`config.mk`:
```
export PLATFORM = sky130hd
export DESIGN_NAME = am_handler_router
export DESIGN_NICKNAME = d
export VERILOG_FILES = /design/src/rtl/am_handler_router.sv
export SDC_FILE = /design/constraint.sdc
export NUM_CORES = 1
export LEC_CHECK = 0
export CORE_MARGIN = 4
export CORE_UTILIZATION = 35
export CTS_BUF_LIST = sky130_fd_sc_hd__clkbuf_16
export DETAILED_ROUTE_END_ITERATION = 10
export PLACE_DENSITY = 0.76
export SYNTH_ARGS = -nofsm -noshare
export SYNTH_HDL_FRONTEND = slang
export SYNTH_SLANG_ARGS = --single-unit
```
`constraint.sdc`:
```
create_clock -name clock -period 4.6 [get_ports clock]
set_input_delay 0.92 -clock clock [delete_from_list [all_inputs] [get_ports clock]]
set_output_delay 0.92 -clock clock [all_outputs]
set_load 0.03 [all_outputs]
```
`src/rtl/am_handler_router.sv`:
```
// am_handler_router: takes one AXI-Stream of active messages, strips the
// one-beat AM header and passes the payload straight through to one of
// NUM_KERNELS handler streams. The handler is chosen by the header's
// destination minus address_offset. Packets whose destination is out of
// range are discarded. Header-only packets and discarded packets are
// counted, and both counters saturate.
module am_handler_router #(
    parameter int NUM_KERNELS   = 16,
    parameter int DATA_WIDTH    = 64,
    parameter int DEST_LSB      = 24,
    parameter int DEST_WIDTH    = 16,
    parameter int HANDLER_LSB   = 52,
    parameter int HANDLER_WIDTH = 4,
    localparam int KERNEL_WIDTH = (NUM_KERNELS == 1) ? 1 : $clog2(NUM_KERNELS)
) (
    input  logic                     clock,
    input  logic                     reset_n,
    input  logic [DATA_WIDTH-1:0]    s_axis_tdata,
    input  logic                     s_axis_tvalid,
    input  logic                     s_axis_tlast,
    output logic                     s_axis_tready,
    input  logic [DEST_WIDTH-1:0]    address_offset,
    output logic [DATA_WIDTH-1:0]    m_axis_tdata,
    output logic                     m_axis_tlast,
    output logic [NUM_KERNELS-1:0]   m_axis_tvalid,
    input  logic [NUM_KERNELS-1:0]   m_axis_tready,
    output logic [HANDLER_WIDTH-1:0] m_handler,
    output logic [KERNEL_WIDTH-1:0]  active_kernel,
    output logic                     busy,
    output logic [15:0]              drop_count,
    output logic [15:0]              hdr_only_count
);

    typedef enum logic [1:0] {
        ST_HEADER  = 2'd0,
        ST_PAYLOAD = 2'd1,
        ST_DROP    = 2'd2
    } state_t;

    // The range check is done 9 bits wider than the destination field, so
    // that NUM_KERNELS up to 256 is never truncated, even for a narrow field.
    localparam int CMP_W = DEST_WIDTH + 9;
    localparam logic [CMP_W-1:0] NK = CMP_W'(NUM_KERNELS);

    state_t                  state, state_next;
    logic [DEST_WIDTH-1:0]   rel;
    logic [CMP_W-1:0]        rel_ext;
    logic                    valid_dest;
    logic                    inc_drop, inc_hdr;
    logic                    hs;

    assign m_axis_tdata = s_axis_tdata;
    assign m_axis_tlast = s_axis_tlast;
    assign busy         = (state != ST_HEADER);
    assign hs           = s_axis_tvalid && s_axis_tready;

    // Decode the destination relative to the offset (wrapping subtraction).
    always_comb begin
        rel        = s_axis_tdata[DEST_LSB +: DEST_WIDTH] - address_offset;
        rel_ext    = {9'b0, rel};
        valid_dest = (rel_ext < NK);
    end

    // Stream handshake signals: the payload is passed through to the selected kernel, and the header and dropped beats are absorbed.
    always_comb begin
        m_axis_tvalid = '0;
        s_axis_tready = 1'b1;
        if (state == ST_PAYLOAD) begin
            m_axis_tvalid[active_kernel] = s_axis_tvalid;
            s_axis_tready                = m_axis_tready[active_kernel];
        end
    end

    // Next-state decode and counter increment requests.
    always_comb begin
        state_next = state;
        inc_drop   = 1'b0;
        inc_hdr    = 1'b0;
        case (state)
            ST_HEADER: begin
                if (s_axis_tvalid) begin
                    if (s_axis_tlast) begin
                        if (valid_dest) inc_hdr  = 1'b1;
                        else            inc_drop = 1'b1;
                    end else if (valid_dest) begin
                        state_next = ST_PAYLOAD;
                    end else begin
                        state_next = ST_DROP;
                        inc_drop   = 1'b1;
                    end
                end
            end
            ST_PAYLOAD: if (hs && s_axis_tlast) state_next = ST_HEADER;
            ST_DROP:    if (s_axis_tvalid && s_axis_tlast) state_next = ST_HEADER;
            default:    state_next = ST_HEADER;
        endcase
    end

    // State register.
    always_ff @(posedge clock) begin
        if (!reset_n) state <= ST_HEADER;
        else          state <= state_next;
    end

    // Latch the routing fields on a header handshake, and update the saturating counters.
    always_ff @(posedge clock) begin
        if (!reset_n) begin
            active_kernel  <= '0;
            m_handler      <= '0;
            drop_count     <= '0;
            hdr_only_count <= '0;
        end else begin
            if (state == ST_HEADER && s_axis_tvalid) begin
                active_kernel <= rel_ext[KERNEL_WIDTH-1:0];
                m_handler     <= s_axis_tdata[HANDLER_LSB +: HANDLER_WIDTH];
            end
            if (inc_drop && drop_count != '1)     drop_count     <= drop_count + 16'd1;
            if (inc_hdr && hdr_only_count != '1)  hdr_only_count <= hdr_only_count + 16'd1;
        end
    end

endmodule

```
[After elaboration in Yosys (flattened, before gate mapping)]
Index checks and enable logic that the tools add are counted.
Word-level totals
  word-level logic and storage cells: 49
  register bits after elaboration: 42
  input bits: 100
Cells by class
  add/subtract/negate cells: 3
  bitwise gates (word level): 1
  reductions and logical operators: 10
  multiplexer cells: 19
  equality and inequality tests: 8
  order comparisons: 3
Operators by type and width (number)
  16-bit by 1-bit adder with 16-bit output (second input constant): 2
  16-bit != test (second input constant): 2
  16-bit AND: 1
  16-bit by 5-bit less-than comparator with 1-bit output (second input constant): 1
  16-bit 2-to-1 mux: 1
  16-bit subtractor: 1
  1-bit 2-to-1 mux: 10
  2-bit 2-to-1 mux: 5
  1-bit logical AND: 7
  2-bit != test (second input constant): 3
  2-bit one-hot mux with 3 select lines: 1
  4-bit by 5-bit less-than comparator with 1-bit output (second input constant): 1
  1-bit binary-select mux with 4-bit select: 1
  1-bit demux with 4-bit select: 1
  4-bit by 1-bit greater-or-equal comparator with 1-bit output (second input constant): 1
  4-bit AND reduction: 1
  2-bit by 1-bit == test with 1-bit output (second input constant): 1
  2-bit == test (second input constant): 1
  2-bit logical NOT: 1
  2-bit by 1-bit != test with 1-bit output (second input constant): 1
  2-bit nonzero test: 1

[Longest topological paths before layout]
  depth after elaboration: 7
  gate-level depth with buffers: 13

[Worst setup path after synthesis]
Ideal clock, no wire load.
  kind: input -> register
  start point: input port s_axis_tdata[24]
  end point: register hdr_only_count[15]
  path slack: 0.886 ns
  arrival: 3.643 ns
  data required time: 4.528 ns
  cell stages on the path: 12
  library setup time: 0.072 ns
  buffers on the path: 0
  path through: inv_1 -> ha_1 -> fa_1 -> nor2b_4 -> o31ai_2 -> a311oi_1 -> xnor2_1 -> nand2_1 -> or3b_1 -> or4_4 -> nor4_1 -> mux2i_1
Between the ends
  word-level cells in the longest chain between the ends: 7
RTL lines
  start, declared: line 18  | input logic [DATA_WIDTH-1:0] s_axis_tdata,
  16-bit subtractor: line 59  | rel = s_axis_tdata[DEST_LSB +: DEST_WIDTH] - address_offset;
  16-bit by 5-bit less-than comparator with 1-bit output: line 61  | valid_dest = (rel_ext < NK);
  1-bit 2-to-1 mux: line 83  | if (valid_dest) inc_hdr = 1'b1;
  1-bit 2-to-1 mux: line 82  | if (s_axis_tlast) begin
  1-bit 2-to-1 mux: line 81  | if (s_axis_tvalid) begin
  1-bit 2-to-1 mux: line 79  | case (state)
  1-bit logical AND: line 118  | if (inc_hdr && hdr_only_count != '1) hdr_only_count <= hdr_only_count + 16'd1;
  end signal, assigned: line 118
  end, declared: line 31  | output logic [15:0] hdr_only_count
No other way between the ends.
A chain may end at the register's enable or synchronous reset.

[Worst setup path after layout]
Same ends and word-level chain as after synthesis.

==> out/results.ini <==
[power]
pwr-share-seq_pct = 35.9
power.leakage_uw = 0.00184
p_sw_share_pct = 32.1
ir_worst_vdd_uv = 154
power.density_nw_per_um2 = 218
power_frac_comb_pct = 30.2
internal_power_uw = 727
power_frac_clock_pct = 33.9
switchingPower_uw = 344

[synth]
yosysWarnings = 0
async_flop_share_pct = 0
ys_seq_area_share_pct = 22.3
ys_dominant_reg_cell = dfxtp_1
syn_nets = 603
syn_area_um2 = 3770
synth.top_cells.by_area = dfxtp_1 (22%), buf_4 (13%), ha_1 (5.6%)
avgSynthCellArea_um2 = 7.78
synth_edf_count = 0
yosysTopAreaCellShare_pct = 22.3
ys_ff_latch = 42
ys_types = 64
synth_area_leader_cell = dfxtp_1
netlist_instances = 485

[detailed_routing]
wl_per_cell_um = 15.8
drc = 0
num_vias = 3602
drtAntennaViolNets = 0
first_pass_iters = 4
routed_wirelength_mm = 10.8
post_drt_via_cell_ratio = 5.25
drt-initial-drc-count = 211

[cts]
clk_pin_slew_worst_paths_ps = 70
cts_buffer_depth = 2
holdBufCountCts = 0
htreeDepth = 2
cts.repair.resized = 0
clkSinkCount = 42
root_buffer = clkbuf_16
post_cts_buffers = 0
clk_latency_ps = 290
cts_buffers = 5
tritoncts = built

[timing]
finalSetupTns_ps = 0
fmax_mhz = 237
hold_violations = 0
fin_skew_ps = 2.57
slew_violations = 0
worst_slew_pin_slew_ps = 801
period_needed_ps = 4210
setup_viol = 0
rsz0062_at_grt = false
min_period_over_period_pct = 91.6
slew_headroom_pct = 46.5
final.setup.worst_slack_ps = 387

[critical_path]
reg2reg_from = hdr_only_count[6]
worst-setup-path-type = in2reg
crit_path_end = hdr_only_count[15]
reg2reg_slack_ps = 2250
worst_r2r_path_depth = 8
cp.arrival_ps = 4430
startpoint = s_axis_tdata[24]
cp-start-kind = primary input
rr_endpoint = hdr_only_count[4]
critical_path_required_ps = 4810
worst_setup_path_end_kind = flop
critPathMaxFanout = 5

[cells_and_area]
layout.cells.non_filler = 686
area_growth_pct = 30.0
multi_input_area_um2 = 2270
regArea_um2 = 841
fillCellCount = 1035
antennaDiodeCount = 0
drive_above_1_share_pct = 6.73
num-nets-final = 667

[placement]
dp.cells = 678
gp_congestion = 0.878
io_buffers = 134
hpwl_mm = 8.46
place_ws_ps = 138

[global_routing]
overflow = 0
grt_pass1_vias = 3607
antenna_found_initial = 0
grt_pass1_wl_mm = 17.7
grt_max_degree = 38
grt.total_usage_pct = 16.7

[floorplanning]
dieWidth_um = 112
io_pins = 223
placementRows = 37
dieHeight_um = 112
die_area_um2 = 12500
core-area_um2 = 10400
initial_core_util_pct = 36.2

[run_status]
status = completed

[min_path]
hold_path.class = reg2reg

[job]
max_cap_viol_count = 0

[layout make-up]
cell class / instances / share of cell area (%)
clock buffers: 5 / 2.55
inverters: 24 / 1.84
clock inverters: 3 / 0.510
repair buffers: 139 / 28.1
multi-input cells: 337 / 46.4
flip-flops and latches: 42 / 17.2
well taps: 136 / 3.47
[power groups by stage]
stage / logic [uW] / clock network, uW / registers [uW]
5_1_grt: 354 / 388 / 387
2_1_floorplan: 276 / 0 / 399
6_report: 323 / 363 / 384
4_1_cts: 325 / 378 / 384
3_3_place_gp: 320 / 0 / 392
3_5_place_dp: 323 / 0 / 393
[flip-flops by register name (all words and copies together), names as in the netlist]
register,flops
drop_count,16
state,2
active_kernel,4
m_handler,4
hdr_only_count,16
[placed cells by master (no fill, tap or decap), types with 17 or more instances in the layout]
master           count
clkdlybuf4s50_1    134
nand2_1             48
dfxtp_1             42
a21oi_1             35
nor2_1              30
inv_1               24
nand2b_1            20
nor3_1              20
nand3_1             19
mux2i_1             19
ha_1                17
[how the worst min path moves through the flow]
stage                      start      endpoint  slack, ps  cells past startpoint
finish              m_handler[3]  m_handler[3]        460                      2
global route        m_handler[3]  m_handler[3]        490                      2
CTS                 m_handler[3]  m_handler[3]        460                      2
detailed placement  m_handler[3]  m_handler[3]        450                      2
global placement    m_handler[0]  m_handler[0]        440                      2
floorplan               state[0]      state[1]        490                      1
[cells by family (layout without fill, tap and decap cells)]
group           Yosys count  after routing  share of synthesized area (%)
flops                    42             42                           22.3
simple gates            195            195                           27.6
fa+ha+maj                18             18                           6.17
compound gates           91             91                           16.3
mux                      25             25                           8.33
xor+xnor                  8              8                           1.86
buf+inv                 106            171                           17.5
[metrics by stage]
stage	hold WS (ps)	power, uW	instance area (um^2)	utilization [%]
after global routing	486	1130	4900	47.1
final	461	1070	4900	47.1
after CTS	461	1090	4900	47.1
after detailed placement	452	716	4750	45.6
after floorplan	487	675	3770	-
after global placement	444	712	4750	45.6
[critical path: stages]
cell and delay (ps):
clkdlybuf4s50_1 490, inv_1 50, ha_1 220, fa_1 440, nor2b_4 150, o31ai_2 90, a311oi_1 340, xnor2_1 170
nand2_1 100, or3b_1 440, or4_4 480, nor4_1 310, mux2i_1 240
[synthesized netlist by cell type (3+ instances only)]
cell type	count
nor3_1	20
nor4_1	5
nor2_1	30
or3_1	9
a21oi_1	35
o21ai_0	15
a211o_1	3
clkbuf_1	11
a21o_1	5
xnor2_1	7
inv_1	24
mux4_2	5
o211a_1	3
mux2i_1	19
nand3_1	19
nand2_1	48
and3_1	10
nand2b_1	20
and2_1	4
dfxtp_1	42
o21a_1	4
nand4_1	12
buf_4	65
ha_1	17
a211oi_1	4
[metal layers]
layer	vias to the layer above	part of all wire (%)	global-route usage, %
li1	1795	-	-
met1	1652	44	21.2
met2	129	47	26.9
met3	26	7.3	4.35
met4	0	2.5	6.97
met5	-	0	0
(Power assumes the default switching activity.)
==> RTL change, RTL diff (same flow settings) <==
Put one more register stage on the output `drop_count`, without a reset. The value now appears one clock later. The other outputs are not delayed to match.
--- a/src/rtl/am_handler_router.sv
+++ b/src/rtl/am_handler_router.sv
@@ -43,2 +43,4 @@
     localparam logic [CMP_W-1:0] NK = CMP_W'(NUM_KERNELS);
+
+    logic [15:0] drop_count_s0;
 
@@ -109,3 +111,3 @@
             m_handler      <= '0;
-            drop_count     <= '0;
+            drop_count_s0  <= '0;
             hdr_only_count <= '0;
@@ -116,3 +118,3 @@
             end
-            if (inc_drop && drop_count != '1)     drop_count     <= drop_count + 16'd1;
+            if (inc_drop && drop_count_s0 != '1)     drop_count_s0  <= drop_count_s0 + 16'd1;
             if (inc_hdr && hdr_only_count != '1)  hdr_only_count <= hdr_only_count + 16'd1;
@@ -121,2 +123,6 @@
 
+    always_ff @(posedge clock) begin
+        drop_count <= drop_count_s0;
+    end
+
 endmodule
Check against the original RTL: not equivalent (Yosys sat finds a counterexample within 4 cycles, from zero or initial values and one cycle with reset_n low).
==> RTL change against the original RTL <==
- non-clock buffer count down 1
- wire length grew 4.6%
- first-iteration DRC count up 100%
- total power up 48%
- via count is 13% higher
- final area grew 14%
- synthesized area rose by 15%
- die area rose by 14%
- clock skew increased by 0.0011 ns
- sequential cell count up 16
- sequential share of layout area is 3.6 points higher
- global-route usage decreased by 1.5 points
- register-to-register slack lost 0.16 ns
- worst setup slack improved by 0.0085 ns
- critical endpoint is now hdr_only_count[4]
- largest power group is now clock
- highest routed layer unchanged
==> RTL change: results (changes against the original RTL) <==
| Metric | Value |
|---|---|
| Static Leak | 2.03 nW (+11%) |
| Avg WL per Cell | 14.9 um (-5.3%) |
| Post-synthesis sequential area ratio | 0.267 (+0.0439) |
| CP max stage cell | or4_1 |
| Initial drt markers | 430 (+100%) |
| Dpl cells | 742 (+9.4%) |
| Gpl congestion | 0.862 (-1.8%) |
| Final Skew | 0.00364 ns (+0.00107 ns) |
| Least-Margin Pin Slew | 0.991 ns (+0.190 ns) |
| Top cells by area, synth | dfxtp_1 27%, buf_4 12%, ha_1 4.9% |
| CP max FO | 33 (+28) |
| Largest net degree at the start of global routing | 34 (-11%) |
| Yosys cell types | 71 (+11%) |
| Worst skew pair latency | 0.32 ns (+0.03 ns) |
| Final period util | 0.914 (-0.00185) |
| Setup slack at placement | 0.0861 ns (-0.0517 ns) |
| Ratio of cells with drive above 1 in the final layout | 0.0780 (+0.0107) |
| First-pass GRT wire length | 18,200 um (+3.0%) |
| Vias | 4,055 (+13%) |
| Outcome | finished, final reports clean |
| Non-filler cells in the finished layout | 758 (+10%) |
| Gr usage total | 0.152 (-0.0153) |
| H-tree depth | 3 (+1) |
| Hpwl dp | 8780 um (+3.7%) |
| Cells after Synth | 527 (+8.7%) |
| Crit path largest cell delay | 0.63 ns (+0.14 ns) |
| Crit path DAT | 4.44 ns (about the same) |
| Post-synth top cells | 67 x buf_4, 58 x dfxtp_1, 43 x nand2_1, 40 x a21oi_1, 27 x nor2_1 |
| CTS clk-pin slew, worst paths | 0.05 ns (-0.02 ns) |
| Largest regs | drop_count: 16 flops, drop_count_s0: 16 flops, hdr_only_count: 16 flops |
## RTL change: cell types whose count changed after synthesis, sizes merged, moves of 9 or more
cell	change
dfxtp	+16
mux2i	-10
nor3	-9
or4	+14
o31ai	+13
## RTL change: logic make-up after synthesis
family                   count (synthesis)  share of synthesized area
AO/OA/AOI/OAI                          129                      0.211
XOR/XNOR                                 5                     0.0101
adder cells (fa/ha/maj)                 18                     0.0535
buffers and inverters                  114                      0.173
flip-flops                              58                      0.267
multiplexers                            15                     0.0466
AND/OR/NAND/NOR                        188                      0.239
## RTL change: metrics by stage
| stage | hold WS, ns | total power, mW | area (um^2) |
|---|---|---|---|
| 3_5_place_dp | 0.370 | 0.891 | 5270 |
| 4_1_cts | 0.375 | 1.60 | 5580 |
| 2_1_floorplan | 0.351 | 0.851 | 4350 |
| 6_report | 0.377 | 1.59 | 5580 |
| 3_3_place_gp | 0.367 | 0.885 | 5270 |
| 5_1_grt | 0.381 | 1.66 | 5580 |
## RTL change: cell type report
type / instances / area (um^2)
fill: 1190 / 6530
tap: 168 / 210
timing repair buffer: 138 / 1370
clock buffer: 9 / 225
sequential: 58 / 1160
clock inverter: 7 / 93.8
inverter: 23 / 86.3
multi-input combinational: 355 / 2440
## RTL change: final timing paths
check	cells after the start	to	slack (ns)	startpoint
max	12	hdr_only_count[4]	0.40	s_axis_tdata[24]
min	0	drop_count[4]	0.38	drop_count_s0[4]
max reg2reg	7	hdr_only_count[4]	2.09	state[1]
min reg2reg	0	drop_count[4]	0.38	drop_count_s0[4]
## RTL change: critical path: cells and delay by family
kind	cells	cell delay, ns
AOI/OAI and AO/OA	4	0.82
adders and majority gates	2	0.61
buffers and inverters	2	0.51
and+or+nand+nor	4	1.55
## RTL change: metal layers
layer	up-vias	global-route usage	wire length [um]
met4	0	0.0544	318
met1	1864	0.181	4680
li1	1976	-	-
met5	-	0	0
met3	37	0.0556	996
met2	178	0.251	5310
## RTL change: power groups by stage
stage | clock network (mW) | logic (mW) | registers (mW)
final | 0.706 | 0.353 | 0.527
after global routing | 0.744 | 0.385 | 0.530
after CTS | 0.722 | 0.354 | 0.528
after detailed placement | 0 | 0.352 | 0.538
after global placement | 0 | 0.347 | 0.538
after floorplan | 0 | 0.306 | 0.545
